$ cat config.mk
export PLATFORM = sky130hd
export DESIGN_NAME = change_calculator
export DESIGN_NICKNAME = d
export VERILOG_FILES = /design/src/rtl/change_calculator.sv
export SDC_FILE = /design/constraint.sdc
export NUM_CORES = 1
export LEC_CHECK = 0
export CAP_MARGIN = 40
export CORE_AREA = 2 2 63 71
export CTS_CLUSTER_SIZE = 40
export DETAILED_ROUTE_END_ITERATION = 7
export DIE_AREA = 0 0 65 73
export MAX_ROUTING_LAYER = met4
export PLACE_DENSITY = 0.72
export RECOVER_POWER = 25
export SYNTH_ARGS = -nofsm -noshare
export SYNTH_HDL_FRONTEND = slang
export SYNTH_SLANG_ARGS = --single-unit
$ cat constraint.sdc
create_clock -name clk -period 3.1 [get_ports clk]
set_clock_uncertainty 0.05 [all_clocks]
set_input_delay 0.62 -clock clk [delete_from_list [all_inputs] [get_ports clk]]
set_output_delay 0.62 -clock clk [all_outputs]
set_load 0.1 [all_outputs]
$ cat src/rtl/change_calculator.sv
// change_calculator: latches change/validity and its greedy 10/5/1 coin
// breakdown on a calculate strobe, then dispenses that change one coin per cycle.
`default_nettype none

module change_calculator #(
  parameter int AMOUNT_W = 5
) (
  input  logic                clk,
  input  logic                reset,
  input  logic [AMOUNT_W-1:0] current_amount,
  input  logic [AMOUNT_W-1:0] product_price,
  input  logic                calculate,
  output logic [AMOUNT_W-1:0] change_amount,
  output logic                valid_transaction,
  output logic                insufficient_funds,
  output logic                cancelled,
  output logic                result_ready,
  output logic [1:0]          coin10_count,
  output logic                coin5_count,
  output logic [2:0]          coin1_count,
  output logic                coin_valid,
  output logic [AMOUNT_W-1:0] coin_value,
  output logic                dispense_done
);

  localparam logic [AMOUNT_W-1:0] C_TEN  = AMOUNT_W'(10);
  localparam logic [AMOUNT_W-1:0] C_FIVE = AMOUNT_W'(5);
  localparam logic [AMOUNT_W-1:0] C_ONE  = AMOUNT_W'(1);

  typedef enum logic {IDLE = 1'b0, DISPENSE = 1'b1} state_t;

  state_t              state;
  logic [AMOUNT_W-1:0] remaining;

  logic                new_valid;
  logic [AMOUNT_W-1:0] new_change;
  logic [AMOUNT_W-1:0] q10;
  logic [AMOUNT_W-1:0] q5;
  logic [AMOUNT_W-1:0] q1;
  logic [AMOUNT_W-1:0] denom;
  logic                unused_quotient_bits;

  always_comb begin
    new_valid  = (product_price != '0) && (current_amount >= product_price);
    new_change = new_valid ? (current_amount - product_price) : current_amount;
    q10        = new_change / C_TEN;
    q5         = (new_change % C_TEN) / C_FIVE;
    q1         = new_change % C_FIVE;
  end

  // Upper quotient bits are zero for the 5-bit money range.
  assign unused_quotient_bits = ^{q10[AMOUNT_W-1:2], q5[AMOUNT_W-1:1], q1[AMOUNT_W-1:3]};

  always_comb begin
    denom = C_ONE;
    if (remaining >= C_TEN) begin
      denom = C_TEN;
    end else if (remaining >= C_FIVE) begin
      denom = C_FIVE;
    end
  end

  always_ff @(posedge clk) begin
    if (!reset) begin
      state              <= IDLE;
      remaining          <= '0;
      change_amount      <= '0;
      valid_transaction  <= 1'b0;
      insufficient_funds <= 1'b0;
      cancelled          <= 1'b0;
      result_ready       <= 1'b0;
      coin10_count       <= '0;
      coin5_count        <= 1'b0;
      coin1_count        <= '0;
      coin_valid         <= 1'b0;
      coin_value         <= '0;
      dispense_done      <= 1'b0;
    end else begin
      result_ready  <= 1'b0;
      coin_valid    <= 1'b0;
      coin_value    <= '0;
      dispense_done <= 1'b0;
      if (calculate) begin
        // A new request always wins, abandoning any coins still owed.
        change_amount      <= new_change;
        valid_transaction  <= new_valid;
        insufficient_funds <= (product_price != '0) && (current_amount < product_price);
        cancelled          <= (product_price == '0);
        coin10_count       <= q10[1:0];
        coin5_count        <= q5[0];
        coin1_count        <= q1[2:0];
        result_ready       <= 1'b1;
        remaining          <= new_change;
        if (new_change != '0) begin
          state <= DISPENSE;
        end else begin
          state         <= IDLE;
          dispense_done <= 1'b1;
        end
      end else if (state == DISPENSE) begin
        if (remaining == '0) begin
          dispense_done <= 1'b1;
          state         <= IDLE;
        end else begin
          coin_valid <= 1'b1;
          coin_value <= denom;
          remaining  <= remaining - denom;
        end
      end
    end
  end

endmodule

`default_nettype wire

# Yosys cells after proc, flatten, opt, wreduce, memory -nomap -nowiden
# Index checks and enable logic that the tools add are counted.
word_totals:
  regBits: 28
  latchBits: 0
  ram_bits: 0
  romBits: 0
  output_inout_bits: 22
  elab_cells: 51
  memories: 0
classes:
  n_addsub: 2
  mul: 0
  n_div: 4
  order_cmp: 4
  eq_ne: 1
  n_shift: 0
  muxes: 15
  bitwise_logic: 2
  n_reduce_logical: 10
ops:
  columns: ["operator", "n"]
  rows:
  - ["$mux 5", 4]
  - ["$logic_not 5->1", 2]
  - ["$reduce_bool 5->1", 2]
  - ["$sub 5x5->5", 2]
  - ["$mux 1", 9]
  - ["$div 5x3->5 const B", 1]
  - ["$div 5x4->5 const B", 1]
  - ["$ge 5x3->1 const B", 1]
  - ["$ge 5x4->1 const B", 1]
  - ["$ge 5x5->1", 1]
  - ["$lt 5x5->1", 1]
  - ["$mod 5x3->5 const B", 1]
  - ["$mod 5x4->5 const B", 1]
  - ["$mux 4", 1]
  - ["$reduce_or 4->1", 1]
  - ["$mux 3", 1]
  - ["$logic_and 1x1->1", 2]
  - ["$ne 2x2->1 const B", 1]
  - ["$not 1->1", 2]
  - ["$reduce_and 2->1", 1]
  - ["$reduce_bool 2->1", 1]
  - ["$reduce_or 2->1", 1]

# Logic depth before layout (Yosys ltp)
depth:
  ltp_word: 7
  mapped_depth: 14
  ltp_nobuf: 14

# Worst setup path before layout
# OpenSTA, ideal clock, no wires.
synth_path:
  path_type: "input to register"
  start: "input port current_amount[0]"
  end: "register coin1_count[1]"
  setup_ns: 0.062
  arrival_time_ns: 3.110
  setup_slack_ns: -0.122
  path_stages: 14
  n_path_buf: 0
  cell_sequence: "inv_1 > ha_1 > inv_1 > fa_1 > a21o_1 > a21oi_2 > mux2i_2 > xnor2_1 > o311a_4 > a31oi_4 > ha_1 > nor2_1 > o2111ai_1 > o2111a_1"
synth_between:
  elab_chain_len: 4
  word_cells_on_any_way: 5
  classes_between: "1 x add/sub; 1 x div; 1 x order compare; 1 x mux; 1 x reduce/logical"
synth_lines:
  columns: ["element", "line_no", "rtl"]
  rows:
  - ["from (decl)", "10", "input logic [AMOUNT_W-1:0] current_amount,"]
  - ["$ge 5x5->1", "44", "new_valid = (product_price != '0) && (current_amount >= product_price);"]
  - ["$logic_and 1x1->1", "44", null]
  - ["$mux 5 (*)", "45", "new_change = new_valid ? (current_amount - product_price) : current_amount;"]
  - ["$mod 5x3->5 (*)", "48", "q1 = new_change % C_FIVE;"]
  - ["to (signal assigned)", "91", "coin1_count <= q1[2:0];"]
  - ["to (decl)", "20", "output logic [2:0] coin1_count,"]
# Mark *: on every way between the ends. The rest lies on a longest branch, timed or not.
# A chain may end at the register's enable or synchronous reset.

# Worst setup path after layout
# Ends and elaborated chain as after synthesis.

==> summary.txt <==
Status
  – Result of the run: finished with violations
  – Failing checks: setup timing

Critical path
  – WS Path Type: in2reg
  – Bufs and invs on worst path: 3
  – Slowest cell on the critical path: o311a_4
  – CP peak stage delay: about 0.38 ns
  – Worst Path Required: 3.27 ns
  – Crit path max-delay family: compound AO/OA/AOI/OAI gates
  – CP max FO: 3
  – Setup crit start kind: primary input
  – Data arrival, critical path: ~3.3 ns
  – Worst-path cell chain: buf_2, inv_2, ha_4, inv_2, fa_2, a21o_1, a21oi_2, mux2i_2, xnor2_1, o311a_4, a31oi_4, ha_4, nor2_2, o2111ai_1, o2111a_1
  – CP endpoint kind: flip-flop

Routing
  – DRC viols: 0
  – Number of DRC markers in iteration 0: 67
  – Via count: 1848
  – Number of vias per cell: 5.33
  – Detailed Routing Iterations Pass 1: 4
  – Drt total wl: just under 5 mm
  – Routed WL per cell: 14.3 um
  – Routed Antenna Nets: 0

Placed design
  – HPWL after DPL: 3.58 mm
  – GP Congestion: roughly 0.85
  – PortBufs: 33
  – Dpl ws: -0.547 ns
  – DP Area: 2460 um2

GRT
  – Total grt overflow: 0
  – GR met2 Demand/Resource: 38.5%
  – GR Util met3: 1.54%
  – Met1 usage: ~22%
  – Antenna violations before repair: 0
  – Global-route wire length before repair: roughly 7.3 mm
  – Largest net degree at the start of global routing: 24
  – GRT Resource Usage Total: about 20%
  – Gr busiest metal: met2
  – Vias in the first global route: 1677

Cells and area
  – Final net count: 320
  – Post-layout instance area: between 2000 and 3000 um2
  – Share of cells above drive strength 1: between 30% and 40%
  – P&R area growth vs syn: 45.7%
  – Antenna cells: 0

Timing
  – RSZ-0062 raised after global routing: yes
  – Setup violators final: 2
  – Final slew viol count: 0
  – Final worst path period share: 101%
  – Slack of the critical path: -0.0399 ns
  – Max_slew headroom: 22.6%
  – Worst slew pin tran: 1.17 ns
  – Minimum clock period: between 3 and 4 ns
  – Fmax: 318 MHz
  – Final Hold Viols: 0
  – Setup TNS: -0.0702 ns

Die
  – # rows: 25
  – # IOs: 35
  – Die width: 65 um
  – Core area: 4100 um2
  – Die area: 4750 um2
  – Initial Util: 45.1%
  – Die height: roughly 73 um

CTS
  – Clock sink count: 26
  – CTS tree: yes
  – Root Driver: clkbuf_8
  – Clock slew at reported path FFs: roughly 0.090 ns
  – TritonCTS Buffers: 3
  – H-tree depth: 1
  – Worst-Skew Late Latency: 0.27 ns
  – CTS Hold Bufs: 0
  – Buffer depth of the longest clock path: 2

Logic synthesis
  – Synth area leader: dfxtp_1
  – Synth area leaders: dfxtp_1 (28%), ha_1 (7.4%), a21oi_1 (4.1%), inv_1 (3.2%), nand2_1 (3.0%)
  – Ys async rst share: 0%
  – Post-synthesis register bit count: 26
  – Avg Synthesized Cell Area: 8.60 um2
  – Mapped Nets: 241
  – Dominant synthesized flop cell: dfxtp_1
  – Post-synth top cells: dfxtp_1 (26), inv_1 (16), a21oi_1 (15), nand2_1 (15), nor2_1 (14)
  – Count leader, synth: dfxtp_1
  – Ys Warns: 0
  – Cell Area, Synth: 1850 um2
  – Synth cell types: 60
  – Post-synthesis sequential area ratio: 28.2%
  – Cells after synthesis: 215
  – Proportion of netlist area held by the largest area contributor: 28.2%
  – EDFF count, synth: 0

Pwr
  – Worst VDD drop: 0.239 mV
  – Sw Share: 40.9%
  – Sequential share of power: about a quarter
  – P_sw: roughly 590 uW
  – Part of the power in combinational logic: a little over half
  – Cell Int Power: approximately 850 uW
  – Cell area power density: ~540 nW/um2
  – Power Total: 1.44 mW
  – LEAKAGE: ~1.2 nW
  – Share of total power in the clock network: 19.5%

Min path
  – Hold WC Path Type: reg2reg

Run
  – Max-cap violations: 0
==> per-layer routing <==
metal  part of all wire (%)  up-vias
met1                     41      874
li1                       -      925
met5                      0        -
met3                    2.9        8
met4                    2.0        0
met2                     54       41
==> per-stage QoR <==
stage	instances	hold slack, ns	utilization (%)
after floorplan	215	0.510	-
after global placement	335	0.391	60.2
after detailed placement	335	0.396	60.2
after CTS	342	0.418	63.9
after global routing	347	0.446	65.7
final	347	0.412	65.7
==> worst register-to-register path: cells and delay by family, from the launching register on <==
| family | cells | cell delay, ns |
|---|---|---|
| AO/OA/AOI/OAI | 4 | 0.77 |
| XOR/XNOR | 1 | 0.15 |
| adder cells (fa/ha/maj) | 2 | 0.57 |
| AND/OR/NAND/NOR | 1 | 0.34 |
| flip-flops | 1 | 0.37 |
| buffers and inverters | 1 | 0.06 |
==> power by group through the flow <==
| stage | Combinational [mW] | Sequential, mW | Clock, mW |
|---|---|---|---|
| after floorplan | 0.336 | 0.547 | 0 |
| after global placement | 0.699 | 0.393 | 0 |
| after detailed placement | 0.707 | 0.394 | 0 |
| after CTS | 0.737 | 0.386 | 0.283 |
| after global routing | 0.831 | 0.390 | 0.296 |
| final | 0.777 | 0.386 | 0.281 |
==> sequential cells by signal, indices dropped and copies added, names as in the netlist <==
signal              cells
insufficient_funds      1
cancelled               1
coin1_count             3
remaining               5
change_amount           5
coin5_count             1
coin10_count            2
coin_value              3
valid_transaction       1
result_ready            1
coin_valid              1
dispense_done           1
state                   1
==> cell usage in the layout (no fill, tap or decap), types with 3 or more instances in the layout <==
cell	n
o21ai_0	6
nand2_1	15
clkbuf_1	11
a21boi_0	7
clkdlybuf4s50_1	6
nor2b_1	4
o21ai_1	5
dfxtp_1	26
nor2_1	13
a21o_1	6
nand2b_1	4
o21a_1	7
buf_4	60
mux2i_1	3
inv_1	12
xnor2_1	5
clkbuf_8	3
a21oi_1	14
inv_2	5
and2_1	5
ha_4	5
and3_1	4
nor4_1	3
a31oi_1	3
ha_1	6
a21oi_2	3
==> kinds of logic (layout without fill, tap and decap cells) <==
logic type | count (synthesis) | after routing | share of synthesized area, %
other cells | 1 | 1 | 0.203
simple gates | 62 | 62 | 17.1
flops | 26 | 26 | 28.2
xor+xnor | 8 | 8 | 4.81
buf+inv | 26 | 104 | 6.09
mux | 4 | 4 | 2.37
fa+ha+maj | 13 | 13 | 9.61
compound gates | 75 | 75 | 31.7
==> timing repair <==
action	in CTS	in global routing
setup buffers	3	5
endpoints found under the setup margin	6	9
pin swaps	11	14
gates resized for setup	23	16
==> cell type report <==
cell class	count	area, um2
timing repair buffer	83	602
tap	54	67.6
multi-input combinational	163	1370
inverter	17	63.8
clock inverter	1	30.0
clock buffer	3	41.3
sequential	26	520
fill	363	1410
==> path summary, 6_finish.rpt <==
kind / startpoint / to / slack, ns / cells after the start
worst max-delay path: current_amount[0] / coin1_count[1] / -0.04 / 15
worst min-delay path: change_amount[3] / change_amount[3] / 0.41 / 1
worst max register to register: remaining[1] / remaining[4] / 0.67 / 9
worst min register to register: change_amount[3] / change_amount[3] / 0.41 / 1
Note: power is estimated with default switching activity, not from simulation.
==> variant (config.mk and constraints unchanged) <==
Reset style: asynchronous (`reset`), changed in one clocked block.
--- a/src/rtl/change_calculator.sv
+++ b/src/rtl/change_calculator.sv
@@ -60,7 +60,7 @@
     end
   end
 
-  always_ff @(posedge clk) begin
+  always_ff @(posedge clk or negedge reset) begin
     if (!reset) begin
       state              <= IDLE;
       remaining          <= '0;
Function: differs if reset is asserted again (counterexample within 4 cycles, from zero or initial values and one cycle with reset low); with reset held inactive, the same outputs for 10 cycles.
==> variant against the unedited design <==
  * Synthesized area rose by 0.14%
  * Worst setup slack better by 0.13 ns
  * Final area increased by 3.9%
  * Count of clock-buffer cells in the layout is the same
  * Sequential cell count unchanged
  * Wire length decreased by 5.8%
  * Worst hold slack better by 0.025 ns
  * Power increased by 53%
==> variant: results (changes against the unedited design) <==
Cells and area
  • Buffering overhead: 0.246 (+0.0224)
  • Inverter count: 15 (-2)
  • # nets final: 310 (-3.1%)
  • Portion of the layout cell area used by clock cells: 0.0255 (-0.00101)
  • Fill cells: 329 (-9.4%)
  • Total area of sequential cells: 651 sq um (+25%)

Power and ir drop
  • Pleak: 1.32 nW (+12%)
  • Net switching power: 0.00108 W (+83%)
  • Pwr/cell area: 790 mW/mm^2 (+47%)

Place
  • Area post-placement: 0.00247 sq mm (+0.41%)

Route
  • Met2 WL post-DR: 2470 microns (-7.9%)
  • Vias per cell: 5.21 (-2.2%)
  • Wire length on met1: 2030 microns (-0.78%)

Critical path
  • Worst setup startpoint: current_amount[2]
  • CP max stage cell: a221oi_4
  • Crit Reg-Reg Startpoint: remaining[1]
  • R2r worst-path depth: 10 (+1)
  • RR Endpoint: remaining[4]

Timing
  • Setup TNS: 0 ns (+0.0702 ns)
  • Tightest Pin Transition: 1.36 ns (+0.196 ns)

Synth
  • Fraction of registers with async set/reset: 1.00 (+1.00)
  • Post-synthesis sequential area ratio: 0.352 (+0.0699)
  • Synth cell count leaders: dfrtp_1, nor2_1, a21oi_1, inv_1, ha_1
  • Synth unique cells: 50 (-17%)
  • Main synth FF type: dfrtp_1

GRT
  • Grt met3 use: 0.0201 (+0.00463)
  • Global-route wire length before repair: 7820 microns (+6.9%)
  • Met1 Track Usage GR: 0.261 (+0.0376)

Run status
  • Status: completed

Clock network
  • Post-cts gate resize count: 36 (+57%)
## variant: changes by cell type after synthesis, sizes merged, moves of 5 or more
cell / before / now
nand2: 16 / 7
mux2: 0 / 5
a21boi: 7 / 1
dfrtp: 0 / 26
nand2b: 4 / 10
nor2: 15 / 22
dfxtp: 26 / 0
## variant: worst min path at each step
stage                           startpoint                to  slack, ns  cells after the start
after CTS                 change_amount[4]  change_amount[4]       0.44                      1
after global placement    change_amount[3]  change_amount[3]       0.42                      1
final                     change_amount[4]  change_amount[4]       0.44                      1
after floorplan                      reset         cancelled       0.27                      0
after detailed placement  change_amount[4]  change_amount[4]       0.42                      1
after global routing        coin1_count[2]    coin1_count[2]       0.46                      1
## variant: cells by family after synthesis
kind of cell	Yosys count	share of synthesized area
and+or+nand+nor	59	0.167
AOI/OAI and AO/OA	58	0.206
DFF	26	0.352
adders and majority gates	13	0.0960
other	1	0.00203
muxes	11	0.0629
buffers and inverters	27	0.0764
xor gates and xnor gates	8	0.0379
